### src/rtl/stim_pkg.sv
// Shared definitions for the stimulus pattern generator: pattern modes and FSM states.
package stim_pkg;

   // Pattern modes as presented on the mode input
   localparam logic [1:0] MODE_INCR  = 2'd0;
   localparam logic [1:0] MODE_DECR  = 2'd1;
   localparam logic [1:0] MODE_LFSR  = 2'd2;
   localparam logic [1:0] MODE_CONST = 2'd3;

   // Burst sequencing states
   typedef enum logic [1:0] {
      ST_IDLE = 2'd0,
      ST_RUN  = 2'd1,
      ST_DONE = 2'd2
   } state_t;

endpackage

### src/rtl/stim_next_value.sv
// Combinational successor of the current pattern word for the selected mode.
// All arithmetic wraps modulo 2^DATA_WIDTH; the LFSR is a right-shifting Galois form.
module stim_next_value
   import stim_pkg::*;
#(
   parameter int                    DATA_WIDTH = 8,
   parameter logic [DATA_WIDTH-1:0] LFSR_POLY  = DATA_WIDTH'(8'hB8)
) (
   input  logic [1:0]            mode,
   input  logic [DATA_WIDTH-1:0] cur_value,
   input  logic [DATA_WIDTH-1:0] step,
   output logic [DATA_WIDTH-1:0] next_value
);

   // Select the next word; constant mode (and any unknown code) holds the value
   always_comb begin
      next_value = cur_value;
      case (mode)
         MODE_INCR: next_value = cur_value + step;
         MODE_DECR: next_value = cur_value - step;
         MODE_LFSR: next_value = (cur_value >> 1) ^ (cur_value[0] ? LFSR_POLY : '0);
         default:   next_value = cur_value;
      endcase
   end

endmodule

### src/rtl/stim_pattern_gen.sv
// Stimulus pattern generator: on start it streams a pattern over a valid/ready
// interface, counts accepted beats, flags the final beat of a bounded burst and
// pulses done afterwards. abort ends a running burst without a done pulse.
module stim_pattern_gen
   import stim_pkg::*;
#(
   parameter int                    DATA_WIDTH = 8,
   parameter int                    CNT_WIDTH  = 16,
   parameter logic [DATA_WIDTH-1:0] LFSR_POLY  = DATA_WIDTH'(8'hB8),
   parameter logic [DATA_WIDTH-1:0] LFSR_SEED  = DATA_WIDTH'(1)
) (
   input  logic                  sys_clk,
   input  logic                  sys_rst,
   input  logic                  start,
   input  logic                  abort,
   input  logic [1:0]            mode,
   input  logic [DATA_WIDTH-1:0] init,
   input  logic [DATA_WIDTH-1:0] step,
   input  logic [CNT_WIDTH-1:0]  length,
   output logic                  ovalid,
   input  logic                  oready,
   output logic [DATA_WIDTH-1:0] odata,
   output logic                  olast,
   output logic                  busy,
   output logic                  done,
   output logic [CNT_WIDTH-1:0]  count
);

   state_t                state_q,  state_d;
   logic [1:0]            mode_q,   mode_d;
   logic [DATA_WIDTH-1:0] step_q,   step_d;
   logic [CNT_WIDTH-1:0]  length_q, length_d;
   logic [DATA_WIDTH-1:0] odata_q,  odata_d;
   logic [CNT_WIDTH-1:0]  count_q,  count_d;
   logic                  ovalid_q, ovalid_d;
   logic                  olast_q,  olast_d;
   logic                  busy_q,   busy_d;
   logic                  done_q,   done_d;

   logic                  xfer;
   logic [CNT_WIDTH-1:0]  count_inc;
   logic [DATA_WIDTH-1:0] next_value;

   assign xfer      = ovalid_q & oready;
   assign count_inc = count_q + CNT_WIDTH'(1);

   stim_next_value #(
      .DATA_WIDTH (DATA_WIDTH),
      .LFSR_POLY  (LFSR_POLY)
   ) u_next_value (
      .mode       (mode_q),
      .cur_value  (odata_q),
      .step       (step_q),
      .next_value (next_value)
   );

   // Next-state and next-output computation; every output is registered so the
   // interface never shows combinational paths from the inputs
   always_comb begin
      state_d  = state_q;
      mode_d   = mode_q;
      step_d   = step_q;
      length_d = length_q;
      odata_d  = odata_q;
      count_d  = count_q;
      ovalid_d = ovalid_q;
      olast_d  = olast_q;
      busy_d   = busy_q;
      done_d   = 1'b0;

      case (state_q)
         ST_IDLE: begin
            if (start) begin
               mode_d   = mode;
               step_d   = step;
               length_d = length;
               odata_d  = (mode == MODE_LFSR && init == '0) ? LFSR_SEED : init;
               count_d  = '0;
               ovalid_d = 1'b1;
               olast_d  = (length == CNT_WIDTH'(1));
               busy_d   = 1'b1;
               state_d  = ST_RUN;
            end
         end

         ST_RUN: begin
            if (xfer) begin
               count_d = count_inc;
               odata_d = next_value;
               olast_d = (length_q != '0) && (count_inc == length_q - CNT_WIDTH'(1));
            end
            if (abort) begin
               ovalid_d = 1'b0;
               olast_d  = 1'b0;
               busy_d   = 1'b0;
               state_d  = ST_IDLE;
            end else if (xfer && olast_q) begin
               ovalid_d = 1'b0;
               olast_d  = 1'b0;
               done_d   = 1'b1;
               state_d  = ST_DONE;
            end
         end

         ST_DONE: begin
            busy_d  = 1'b0;
            state_d = ST_IDLE;
         end

         default: begin
            ovalid_d = 1'b0;
            olast_d  = 1'b0;
            busy_d   = 1'b0;
            state_d  = ST_IDLE;
         end
      endcase
   end

   // State, configuration and output registers with asynchronous clear
   always_ff @(posedge sys_clk or posedge sys_rst) begin
      if (sys_rst) begin
         state_q  <= ST_IDLE;
         mode_q   <= '0;
         step_q   <= '0;
         length_q <= '0;
         odata_q  <= '0;
         count_q  <= '0;
         ovalid_q <= 1'b0;
         olast_q  <= 1'b0;
         busy_q   <= 1'b0;
         done_q   <= 1'b0;
      end else begin
         state_q  <= state_d;
         mode_q   <= mode_d;
         step_q   <= step_d;
         length_q <= length_d;
         odata_q  <= odata_d;
         count_q  <= count_d;
         ovalid_q <= ovalid_d;
         olast_q  <= olast_d;
         busy_q   <= busy_d;
         done_q   <= done_d;
      end
   end

   assign ovalid = ovalid_q;
   assign odata  = odata_q;
   assign olast  = olast_q;
   assign busy   = busy_q;
   assign done   = done_q;
   assign count  = count_q;

endmodule

### config.mk
export PLATFORM = sky130hd
export DESIGN_NAME = stim_pattern_gen
export DESIGN_NICKNAME = d
export VERILOG_FILES = /design/src/rtl/stim_pkg.sv /design/src/rtl/stim_next_value.sv /design/src/rtl/stim_pattern_gen.sv
export SDC_FILE = /design/constraint.sdc
export NUM_CORES = 1
export LEC_CHECK = 0
export ABC_AREA = 1
export CAP_MARGIN = 30
export CORE_ASPECT_RATIO = 0.5
export CORE_MARGIN = 2
export CORE_UTILIZATION = 50
export DETAILED_ROUTE_END_ITERATION = 6
export PLACE_DENSITY = 0.77
export SETUP_SLACK_MARGIN = 0.15
export SYNTH_ARGS = -nofsm -noshare
export SYNTH_HDL_FRONTEND = slang
export SYNTH_SLANG_ARGS = --single-unit
### constraint.sdc
create_clock -name sys_clk -period 5.2 [get_ports sys_clk]
set_input_delay 0.78 -clock sys_clk [delete_from_list [all_inputs] [get_ports sys_clk]]
set_output_delay 0.78 -clock sys_clk [all_outputs]
set_load 0.01 [all_outputs]
== Word-level counts from Yosys, hierarchy flattened ==
Index checks and enable logic that the tools add are counted.

* $add $sub $neg: 4
* Multipliers: 0
* Div/mod/pow operators: 0
* $lt $le $gt $ge: 0
* Equality and inequality tests: 13
* Shift operators: 0
* Mux-type cells: 27
* Bitwise logic cells: 3
* Reductions and logical operators: 15

{| class="wikitable"
|+ Operators by type and width
! cell !! count
|-
| $mux 16 || 2
|-
| $mux 8 || 4
|-
| $pmux 16 s2 || 1
|-
| $pmux 8 s3 || 1
|-
| $add 16x1->16 const B || 1
|-
| $eq 16x1->1 const B || 1
|-
| $eq 16x16->1 || 1
|-
| $pmux 8 s2 || 1
|-
| $reduce_bool 16->1 || 1
|-
| $sub 16x1->16 const B || 1
|-
| $mux 1 || 11
|-
| $reduce_and 3->1 || 3
|-
| $add 8x8->8 || 1
|-
| $logic_not 8->1 || 1
|-
| $sub 8x8->8 || 1
|-
| $xor 7x8->8 || 1
|-
| $eq 2x2->1 const B || 3
|-
| $mux 2 || 3
|-
| $ne 2x2->1 const B || 3
|-
| $pmux 1 s3 || 2
|-
| $reduce_and 2->1 || 3
|-
| $eq 2x1->1 const B || 2
|-
| $logic_not 2->1 || 2
|-
| $ne 4x1->1 const B || 1
|-
| other kinds (9) || 11
|}

* Register bits: 56
* Bits in latches: 0
* Bits in writable memories: 0
* ROM bits: 0
* Input port bits: 39
* Output and inout port bits: 28
* Word-level logic and storage cells: 72
* Memories: 0

== Logic depth before layout (Yosys ltp) ==
Gate-level depths: netlist of run 1.

* Depth in word-level cells: 7
* Mapped depth: 17
* Gate-level depth less buffers: 17

== Modules after synthesis ==
A second synthesis of run 1 with hierarchy kept.

* Cell total of the unflattened synthesis: 660
* Area, all modules: 4215.3 um^2

{| class="wikitable"
|+ By module, submodules not included
! module !! instances !! cells an instance !! area each (um^2) !! seq. area each (um^2)
|-
| stim_pattern_gen || 1 || 534 || 3519.6 || 1401.3
|-
| stim_next_value || 1 || 126 || 695.7 || 0.0
|}

== Worst setup path after synthesis of run 1 ==
Ideal clock, no wire load.

* Path kind: register -> register
* From: reg step_q[0]
* To: reg odata_q[7], in the netlist odata[7]
* Setup time: 0.087 ns
* Data arrival time: 2.150 ns
* Required time: 5.113 ns
* Slack: 2.963 ns
* Stages on the path, launching flop included: 16
* Path buffers: 0
* Period minus slack after synthesis: 2.237 ns
* Cells stage by stage: dfrtp_1 inv_1 ha_1 inv_1 o31ai_1 nand2_1 xor2_1 ha_1 a21oi_1 o21ai_0 a21o_1 inv_1 nand3_1 nand3_1 nand2_1 a22oi_1

* Cells in the longest elaborated chain, start to end: 4
* Elaborated cells on any way between the ends: 5
* Classes of those cells: add/sub: 2; mux: 3

{| class="wikitable"
|+ Ends and longest elaborated chain
! what !! RTL line !! RTL
|-
| from (decl) || stim_pattern_gen.sv:31 || <nowiki>logic [DATA_WIDTH-1:0] step_q, step_d;</nowiki>
|-
| from (signal assigned) || stim_pattern_gen.sv:135 || <nowiki>step_q <= step_d;</nowiki>
|-
| $sub 8x8->8 / $add 8x8->8 (equally long branches) || stim_next_value.sv:20, stim_next_value.sv:19 ||
|-
| $pmux 8 s3 (*) || stim_next_value.sv:18 || <nowiki>case (mode)</nowiki>
|-
| $mux 8 (*) || stim_pattern_gen.sv:87 || <nowiki>if (xfer) begin</nowiki>
|-
| $pmux 8 s2 (*) || stim_pattern_gen.sv:71 || <nowiki>case (state_q)</nowiki>
|-
| to (signal assigned) || stim_pattern_gen.sv:137 || <nowiki>odata_q <= odata_d;</nowiki>
|-
| to (decl) || stim_pattern_gen.sv:33 || <nowiki>logic [DATA_WIDTH-1:0] odata_q, odata_d;</nowiki>
|}

Mark *: on every way between the ends. The rest lies on a longest branch, timed or not. The select of a mux whose other input is x is not followed.
A chain may end at the register's enable or synchronous reset.

== Final worst setup path of run 1 ==
* From: in start
* To: reg odata_q[3], in the netlist odata[3]

* Cells in the longest elaborated chain, start to end: 2

{| class="wikitable"
|+ Ends and longest elaborated chain
! what !! RTL line !! RTL
|-
| from (decl) || stim_pattern_gen.sv:14 || <nowiki>input logic start,</nowiki>
|-
| $ne 2x2->1 (no line) || -- ||
|-
| $reduce_and 4->1 (no line) || -- ||
|}

Every way passes these cells.

==> flow_metrics.tcl, run 1 <==
set metrics [dict create \
    tns_ns 0 \
    cp.arrival_ns 2.84 \
    drive_above_1_share 0.06808 \
    drt-initial-drc-count 289 \
    boundaryPins 67 \
    status "complete, no violations" \
    swShare 0.4088 \
    synth_edf_count 0 \
    vias_per_cell 5.137 \
    antenna_found_initial 0 \
    core-area_sq_um 7885 \
    hold_viol 0 \
    clk_pin_slew_ns 0.08 \
    holdCritPathClass "register to register" \
    post_cts_buffers 0 \
    p_clk_frac 0.209 \
    vias 3971 \
    wl_met1_um 4659 \
    p_sw_uw 774.9 \
    cts.sinks 56 \
    yosysWarningCount 0 \
    cts_buffers 5 \
    hpwl_um 7549 \
    drv_slew 0 \
    finClkSkew_ns 0.005905 \
    drt_wl_total_um 9840 \
    initial_utilization 0.5092 \
    start_kind "input pin" \
    wl_per_cell_um 12.73 \
    worstSetupStartpoint "start" \
    peakVddDrop_v 0.0003377 \
    seqPwrFrac 0.327 \
    drc 0 \
    power_frac_comb 0.463 \
    met3_length_um 368 \
    period_share 0.5120 \
    postLayoutSetupSlackWorst_ns 2.538 \
    leakage_nw 2.338 \
    grt_pass1_vias 3665 \
    grt_usage 0.2407 \
    yosysSeqAreaShare 0.3490 \
    setup_viol_count_final 0 \
    final_nets 711 \
    post-route-min-period_ns 2.662 \
    synth-seq-cells 56 \
    overflow 0 \
    num_rows 23 \
    post_cts_resized 0 \
    maxSlewHeadroom 0.5137 \
    crit_type "input pin to register" \
    cp.required_ns 5.38 \
    async_flop_share 1.000 \
    ys.flop_type "dfrtp_1" \
    max_clock_freq_mhz 375.6 \
    yosysUniqueCellTypes 36 \
    r2r_setup_slack_ns 2.68 \
    r2r_cells 15 \
    cts_tree "built" \
    io_buffer_count 66 \
    grt_start_max_net_pins 57 \
    critPathCapture "odata[3]$_DFFE_PP0P_" \
    syn_inst 593 \
    clock_path_buffers 2 \
    ant_nets 0 \
    critPathMaxFanout 37 \
    worst_setup_path_end_kind "register" \
    p_int_mw 1.120 \
    htree_levels 2 \
    max_cap_viol_count 0 \
    hold_buffers 0 \
    die_x_um 130.7 \
    clock_latency_ns 0.31 \
    p_per_area_nw_per_um2 381.8 \
    place_area_sq_um 4797 \
    grt_pass1_wl_um 16570 \
    die-area_sq_um 8807 \
    place_congestion 0.8716 \
    synth_fp_nets 644 \
    timing.rr.end "odata[7]$_DFFE_PP0P_" \
    root_buffer "clkbuf_16" \
    fin_area_sq_um 4965 \
    area.growth.synth_to_final_pct 23.65 \
    syn_avg_cell_area_sq_um 6.771 \
    rsz0062_at_grt "false" \
    antenna_cells 0 \
    worstMarginPinSlew_ns 0.7295 \
    fp.dieH_um 67.37 \
    highest_layer "met4" \
    dp_slack_ns 2.226 \
    firstDrtPassIters 5 \
    rr_startpoint "step_q[0]$_DFFE_PP0P_" \
    syn_area_sq_um 4015 \
    wl_met2_um 4694 \
]
state kept, by name (all words and copies together), names as in the netlist:
register,cells
step_q,8
count,16
ovalid,1
done,1
length_q,16
odata,8
busy,1
state_q,2
mode_q,2
olast,1
per-layer routing:
metal | up-vias | global-route usage
met5 | - | 0
met4 | 0 | 0.07314
met3 | 11 | 0.03883
met2 | 87 | 0.4219
met1 | 1839 | 0.3119
li1 | 2034 | -
cells in the mapped netlist, types with 4 or more instances:
library cell  count  area share
nor2_2           10       0.016
a21oi_1          24       0.030
clkbuf_1          5      0.0047
nand2_2           7       0.011
nand3_1          36       0.045
nand4_1           7       0.011
inv_2             5      0.0047
ha_1             11       0.034
nor3_1            7      0.0087
xor2_1           18       0.039
nor2_1           55       0.051
o22ai_1          13       0.020
nand2_1         183        0.17
dfrtp_1          56        0.35
o21ai_0          44       0.055
nor2_4            4       0.011
inv_1            76       0.071
cells by family (layout without fill, tap and decap cells):
kind of cell / count (synthesis) / count (layout) / synth area share
flops: 56 / 56 / 0.3490
compound gates: 92 / 92 / 0.1293
simple gates: 320 / 320 / 0.3465
fa+ha+maj: 12 / 12 / 0.03926
buf+inv: 91 / 159 / 0.08601
xor+xnor: 22 / 22 / 0.04986
critical path: stages:
cell             delay, ns
clkdlybuf4s50_1       0.46
inv_1                 0.07
nor2_2                0.39
buf_4                 0.39
nor2_2                0.12
a31oi_4               0.26
inv_2                 0.14
a21oi_1               0.14
a21oi_1               0.09
how the worst min path moves through the flow:
stage                                start                     to  cells past startpoint
floorplan            step_q[7]$_DFFE_PP0P_  step_q[7]$_DFFE_PP0P_                      2
global placement    state_q[0]$_DFFE_PP0P_     ovalid$_DFFE_PP0P_                      1
detailed placement  state_q[0]$_DFFE_PP0P_     ovalid$_DFFE_PP0P_                      1
CTS                 state_q[0]$_DFFE_PP0P_     ovalid$_DFFE_PP0P_                      1
global route        state_q[0]$_DFFE_PP0P_     ovalid$_DFFE_PP0P_                      1
finish              state_q[0]$_DFFE_PP0P_     ovalid$_DFFE_PP0P_                      1
cells in the final DEF, fill, tap and decap left out, drive strengths merged:
| cell type | Yosys | final |
|---|---|---|
| clkinv | 2 | 3 |
| nand3 | 39 | 39 |
| a21oi | 24 | 24 |
| clkdlybuf4s50 | 0 | 66 |
| nand2 | 191 | 191 |
| clkbuf | 5 | 5 |
| a21o | 1 | 1 |
| o31ai | 1 | 1 |
| or4 | 1 | 1 |
| a22oi | 2 | 2 |
| or2 | 2 | 2 |
| ha | 11 | 11 |
| o21ai | 44 | 44 |
| o311ai | 1 | 1 |
| o22ai | 13 | 13 |
| xor2 | 19 | 19 |
| o21bai | 1 | 1 |
| nor2 | 69 | 69 |
| nor3 | 7 | 7 |
| fa | 1 | 1 |
| xnor2 | 3 | 3 |
| bufinv | 0 | 1 |
| nand3b | 1 | 1 |
| clkinvlp | 0 | 1 |
| a31oi | 1 | 1 |
| o211ai | 3 | 3 |
| nand4 | 7 | 7 |
| buf | 3 | 2 |
| dfrtp | 56 | 56 |
| a211oi | 1 | 1 |
| inv | 81 | 81 |
| nor4 | 3 | 3 |
area by class of cell:
class,instances,area (sq um)
clock buffers,5,125.1
clock inverters,3,42.54
fillers,739,2920
inverters,83,311.5
multi-input cells,446,2268
flip-flops and latches,56,1401
well taps,112,140.1
repair buffers,68,675.6
power by group through the flow:
stage	sequential [mW]	combinational (mW)	clock (mW)
CTS	0.621	0.877	0.400
finish	0.621	0.878	0.397
global route	0.635	1.00	0.417
floorplan	0.619	0.611	0
detailed placement	0.626	0.873	0
global placement	0.629	0.849	0
stage by stage:
stage,utilization,power [mW],instances,hold slack (ns)
after global placement,0.6084,1.477,765,0.4961
final,0.6296,1.895,773,0.5009
after detailed placement,0.6084,1.499,765,0.4953
after global routing,0.6296,2.054,773,0.5381
after CTS,0.6296,1.898,773,0.5049
after floorplan,-,1.229,593,0.4610
Power figures use the tool's default switching activity.
==> run 2, diff against run 1 <==
==> constraint.sdc (replaced) <==
create_clock -name sys_clk -period 2.5 [get_ports sys_clk]
set_input_delay 0.375 -clock sys_clk [delete_from_list [all_inputs] [get_ports sys_clk]]
set_output_delay 0.375 -clock sys_clk [all_outputs]
set_load 0.01 [all_outputs]
==> run 2 against run 1 <==
Sequential share of layout area is 0.72 points lower. Wire length grew 0.79%. Flip-flop and latch count is the same. Clock-buffer cell count is the same. Utilization grew 1.8 points. Register-to-register slack worse by 2.5 ns. Critical endpoint is now odata[7]$_DFFE_PP0P_.
==> flow_metrics.tcl, run 2 (same netlist as run 1, synthesis figures left out) <==
set metrics [dict create \
    status "complete, no violations" \
    crit_buf_inv 3 \
    htree_levels 2 \
    fillCellCount 728 \
    vias_per_cell 5.085 \
    cp.arrival_ns 2.56 \
    num_rows 23 \
    core-area_sq_um 7885 \
    cts_tree "built" \
    cts.sinks 56 \
    grt_pass1_wl_um 16170 \
    ant_nets 0 \
    worst_setup_path_end_kind "register" \
    holdCritPathClass "input pin to asynchronous set/reset pin" \
    start_kind "register" \
    period_share 0.9327 \
    crit_type "register to register" \
    wl_per_cell_um 12.72 \
    p_per_area_nw_per_um2 805.6 \
    drt_wl_total_um 9918 \
    fp.dieH_um 67.37 \
    max_cap_viol_count 0 \
    clk_pin_slew_ns 0.08 \
    area.growth.synth_to_final_pct 27.11 \
    final_cell_mix "nand2_1 (180), inv_1 (71), clkdlybuf4s50_1 (66)" \
    clock_latency_ns 0.30 \
    firstDrtPassIters 4 \
    max_clock_freq_mhz 428.9 \
    hold_viol 0 \
    die-area_sq_um 8807 \
    drc 0 \
    cpPeakStageDelay_ns 0.45 \
    io_buffer_count 66 \
    grt_start_max_net_pins 50 \
    path_delay_family "compound AO/OA/AOI/OAI gates" \
    grt_usage 0.2351 \
    overflow 0 \
    critPathMaxFanout 3 \
    final_nets 718 \
    worstMarginPinSlew_ns 0.5382 \
    drv_slew 0 \
    mostFrequentLayoutCell "nand2_1" \
    cts_buffers 5 \
    vias 3966 \
    rsz0062_at_grt "true" \
    initial_utilization 0.5092 \
    drive_above_1_share 0.1078 \
    die_x_um 130.7 \
    layout.cells.non_filler 780 \
    peakVddDrop_v 0.0006372 \
    hold_buffers 0 \
    multi_input_comb_area_sq_um 2356 \
    cp.required_ns 2.73 \
    holdWs_ns 0.4009 \
    grt_pass1_vias 3526 \
    dpl.cell_count 767 \
    post-route-min-period_ns 2.332 \
    finClkSkew_ns 0.006928 \
    place_congestion 0.9197 \
    setup_viol_count_final 0 \
    clock_path_buffers 2 \
    antenna_found_initial 0 \
    root_buffer "clkbuf_16" \
    tns_ns 0 \
    boundaryPins 67 \
    leakage_nw 2.378 \
    final_core_util 0.6473 \
    hpwl_um 7539 \
    maxSlewHeadroom 0.6408 \
    crit_chain "inv_2 -> ha_4 -> inv_2 -> o31ai_4 -> nand2_1 -> xor2_1 -> ha_1 -> a21oi_2 -> o21ai_1 -> a21o_1 -> inv_1 -> nand3_1 -> nand3_1 -> nand2_1 -> a22oi_2" \
    regArea_sq_um 1404 \
    antenna_cells 0 \
    drt-initial-drc-count 289 \
    crit_slowest_cell "dfrtp_1" \
]
-- run 2: cell types whose count changed in the layout (fill, tap and decap cells not counted), moves of 3 or more --
cell,delta
a21oi_2,+4
nand2_1,-3
a21oi_1,-4
buf_4,+6
inv_2,+4
inv_1,-4
ha_1,-3
-- run 2: per-stage QoR --
step | worst slack [ns] | power, mW | instance area [sq um]
after global placement | 0.1793 | 3.079 | 4825
after detailed placement | 0.03257 | 3.124 | 4825
after global routing | -0.02537 | 4.452 | 5104
after floorplan | 0.2633 | 2.557 | 4015
final | 0.1683 | 4.112 | 5104
after CTS | 0.1316 | 3.925 | 5006
-- run 2: worst paths after layout --
path	startpoint	slack, ns	endpoint	cells after the start
worst max register to register	step_q[0]$_DFFE_PP0P_	0.17	odata[7]$_DFFE_PP0P_	15
min in group sys_clk	state_q[0]$_DFFE_PP0P_	0.50	ovalid$_DFFE_PP0P_	1
worst min register to register	state_q[0]$_DFFE_PP0P_	0.50	ovalid$_DFFE_PP0P_	1
worst min-delay path	sys_rst	0.40	count[3]$_DFFE_PP0P_	2
max in group asynchronous	sys_rst	1.53	step_q[2]$_DFFE_PP0P_	3
worst max-delay path	step_q[0]$_DFFE_PP0P_	0.17	odata[7]$_DFFE_PP0P_	15
-- run 2: power by group --
| part | switching, mW | internal, mW |
|---|---|---|
| clock | 0.372 | 0.382 |
| combinational | 1.13 | 0.920 |
| sequential | 0.225 | 1.08 |
-- run 2: layer usage --
| layer | part of all wire | track usage | up-vias |
|---|---|---|---|
| li1 | - | - | 2058 |
| met1 | 0.46 | 0.3205 | 1829 |
| met2 | 0.49 | 0.4010 | 75 |
| met3 | 0.041 | 0.04517 | 4 |
| met4 | 0.0044 | 0.03856 | 0 |
| met5 | 0 | 0 | - |
-- run 2: cell type report --
type / instances / area share
Clock buffer: 5 / 0.02452
Clock inverter: 3 / 0.005148
Inverter: 83 / 0.06104
Multi-Input combinational cell: 446 / 0.4616
Sequential cell: 56 / 0.2751
Tap cell: 112 / 0.02746
Timing Repair Buffer: 75 / 0.1451
-- run 2: repair_timing --
item	CTS	global route
pin swaps	7	8
setup endpoints to repair	2	3
setup buffers	1	4
hold endpoints to repair	0	0
gates resized for setup	8	17
==> run 3, diff against run 2 <==
--- a/config.mk
+++ b/config.mk
@@ -11,8 +11,10 @@
 export CORE_MARGIN = 2
 export CORE_UTILIZATION = 50
 export DETAILED_ROUTE_END_ITERATION = 6
-export PLACE_DENSITY = 0.77
+export DONT_BUFFER_PORTS = 1
+export PLACE_DENSITY = 0.66
 export SETUP_SLACK_MARGIN = 0.15
 export SYNTH_ARGS = -nofsm -noshare
 export SYNTH_HDL_FRONTEND = slang
 export SYNTH_SLANG_ARGS = --single-unit
+export TNS_END_PERCENT = 1
==> run 3 against run 2 <==
Combinational power down 16%. Largest cell class unchanged. Critical endpoint unchanged. Wire length is essentially flat. Power is 7.4% lower.
==> flow_metrics.tcl, run 3 (same netlist as run 1, synthesis figures left out) <==
set metrics [dict create \
    max_cap_viol_count 0 \
    maxSlewHeadroom 0.6198 \
    place_congestion 0.8913 \
    p_per_area_nw_per_um2 862.4 \
    num_rows 23 \
    core-area_sq_um 7885 \
    final_cell_mix "nand2_1 (181), inv_1 (71), nor2_1 (55)" \
    status "complete, no violations" \
    drc 0 \
    path_delay_family "compound AO/OA/AOI/OAI gates" \
    r2r_setup_slack_ns 0.14 \
    use_met1 0.3273 \
    cts_buffers 5 \
    hpwl_um 7685 \
    layout.cells.non_filler 711 \
    firstDrtPassIters 4 \
    busiest_layer "met2" \
    fp.dieH_um 67.37 \
    timing.rr.end "odata[7]$_DFFE_PP0P_" \
    drive_above_1_share 0.1119 \
    r2r_cells 15 \
    grt_use_met3 0.07290 \
    post-route-min-period_ns 2.360 \
    crit_buf_inv 3 \
    grt_start_max_net_pins 50 \
    vias 3614 \
    dp_slack_ns 0.05185 \
    leakage_nw 2.110 \
    initial_utilization 0.5092 \
    crit_chain "inv_2 -> ha_4 -> inv_2 -> o31ai_4 -> nand2_1 -> xor2_1 -> ha_1 -> a21oi_1 -> o21ai_1 -> a21o_1 -> inv_1 -> nand3_1 -> nand3_1 -> nand2_1 -> a22oi_1" \
    hold_buffers 0 \
    start_kind "register" \
    drt-initial-drc-count 189 \
    cp.arrival_ns 2.58 \
    drv_slew 0 \
    die_x_um 130.7 \
    dpl.cell_count 702 \
    drt_wl_total_um 9920 \
    cts_tree "built" \
    finClkSkew_ns 0.005674 \
    rsz0062_at_grt "true" \
    vias_per_cell 5.083 \
    clock_latency_ns 0.30 \
    htree_levels 2 \
    critPathMaxFanout 3 \
    path_depth 15 \
    globalRouteMet2Util 0.3770 \
    cts.sinks 56 \
    antenna_cells 0 \
    crit_slowest_cell "dfrtp_1" \
    wl_per_cell_um 13.95 \
    area.growth.synth_to_final_pct 9.941 \
    hold_viol 0 \
    antenna_found_initial 0 \
    worst_setup_path_end_kind "register" \
    postLayoutSetupSlackWorst_ns 0.1396 \
    total_power_mw 3.807 \
    ant_nets 0 \
    die-area_sq_um 8807 \
    final_nets 649 \
    overflow 0 \
    mostFrequentLayoutCell "nand2_1" \
    rr_startpoint "step_q[0]$_DFFE_PP0P_" \
    cpPeakStageDelay_ns 0.42 \
    clock_path_buffers 2 \
    grt_usage 0.2393 \
    holdWs_ns 0.008890 \
    grt_pass1_vias 3358 \
    boundaryPins 67 \
    io_buffer_count 0 \
    worstMarginPinSlew_ns 0.5695 \
    setup_viol_count_final 0 \
    clk_pin_slew_ns 0.07 \
    max_clock_freq_mhz 423.7 \
    cp.required_ns 2.71 \
    grt_pass1_wl_um 16170 \
    root_buffer "clkbuf_16" \
    tns_ns 0 \
    peakVddDrop_v 0.0005657 \
    holdCritPathClass "input pin to asynchronous set/reset pin" \
    crit_type "register to register" \
    period_share 0.9442 \
]
-- run 3: cell types whose count changed in the layout (fill, tap and decap cells not counted), moves of 2 or more --
cell,change
clkdlybuf4s50_1,-66
inv_6,-2
buf_4,-3
clkinvlp_4,+2
-- run 3: repair_timing --
item / 4_1_cts / 5_1_grt
gates cloned: 0 / 0
endpoints found under the setup margin: 2 / 5
resized for setup: 3 / 20
hold endpoints to repair: 0 / 0
setup buffers: 0 / 1
pin swaps: 0 / 14
-- run 3: worst register-to-register path: cells and delay by family, from the launching register on --
family,cells,cell delay [ns]
buffers and inverters,3,0.18
flip-flops,1,0.42
XOR/XNOR,1,0.15
adder cells (fa/ha/maj),2,0.47
AO/OA/AOI/OAI,5,0.77
AND/OR/NAND/NOR,4,0.28
-- run 3: power by group --
group / switching [mW] / total (mW) / internal [mW]
clock: 0.345 / 0.745 / 0.400
sequential: 0.263 / 1.34 / 1.08
combinational: 1.04 / 1.72 / 0.684
total: 1.64 / 3.81 / 2.16
-- run 3: metal layers --
layer | vias to the layer above | part of all wire | routed length (um)
li1 | 1915 | - | -
met1 | 1591 | 0.48 | 4764
met2 | 97 | 0.44 | 4397
met3 | 11 | 0.068 | 674
met4 | 0 | 0.0085 | 84
met5 | - | 0 | 0
-- run 3: final cells by class --
type	count	area [sq um]
multi-input cells	446	2346
well taps	112	140.1
inverters	83	311.5
fillers	805	3471
flip-flops and latches	56	1405
repair buffers	6	57.56
clock buffers	6	138.9
clock inverters	2	15.01
-- run 3: worst max-delay path by stage --
| stage | startpoint | end |
|---|---|---|
| global route | step_q[0]$_DFFE_PP0P_ | odata[7]$_DFFE_PP0P_ |
| floorplan | step_q[0]$_DFFE_PP0P_ | odata[7]$_DFFE_PP0P_ |
| detailed placement | step_q[0]$_DFFE_PP0P_ | odata[7]$_DFFE_PP0P_ |
| finish | step_q[0]$_DFFE_PP0P_ | odata[7]$_DFFE_PP0P_ |
| global placement | step_q[0]$_DFFE_PP0P_ | odata[7]$_DFFE_PP0P_ |
| CTS | step_q[0]$_DFFE_PP0P_ | odata[5]$_DFFE_PP0P_ |
-- run 3: stage by stage --
stage	utilization	area (sq um)
6_report	0.5598	4414
5_1_grt	0.5598	4414
4_1_cts	0.5513	4347
3_5_place_dp	0.5297	4177
3_3_place_gp	0.5297	4177
2_1_floorplan	-	4015
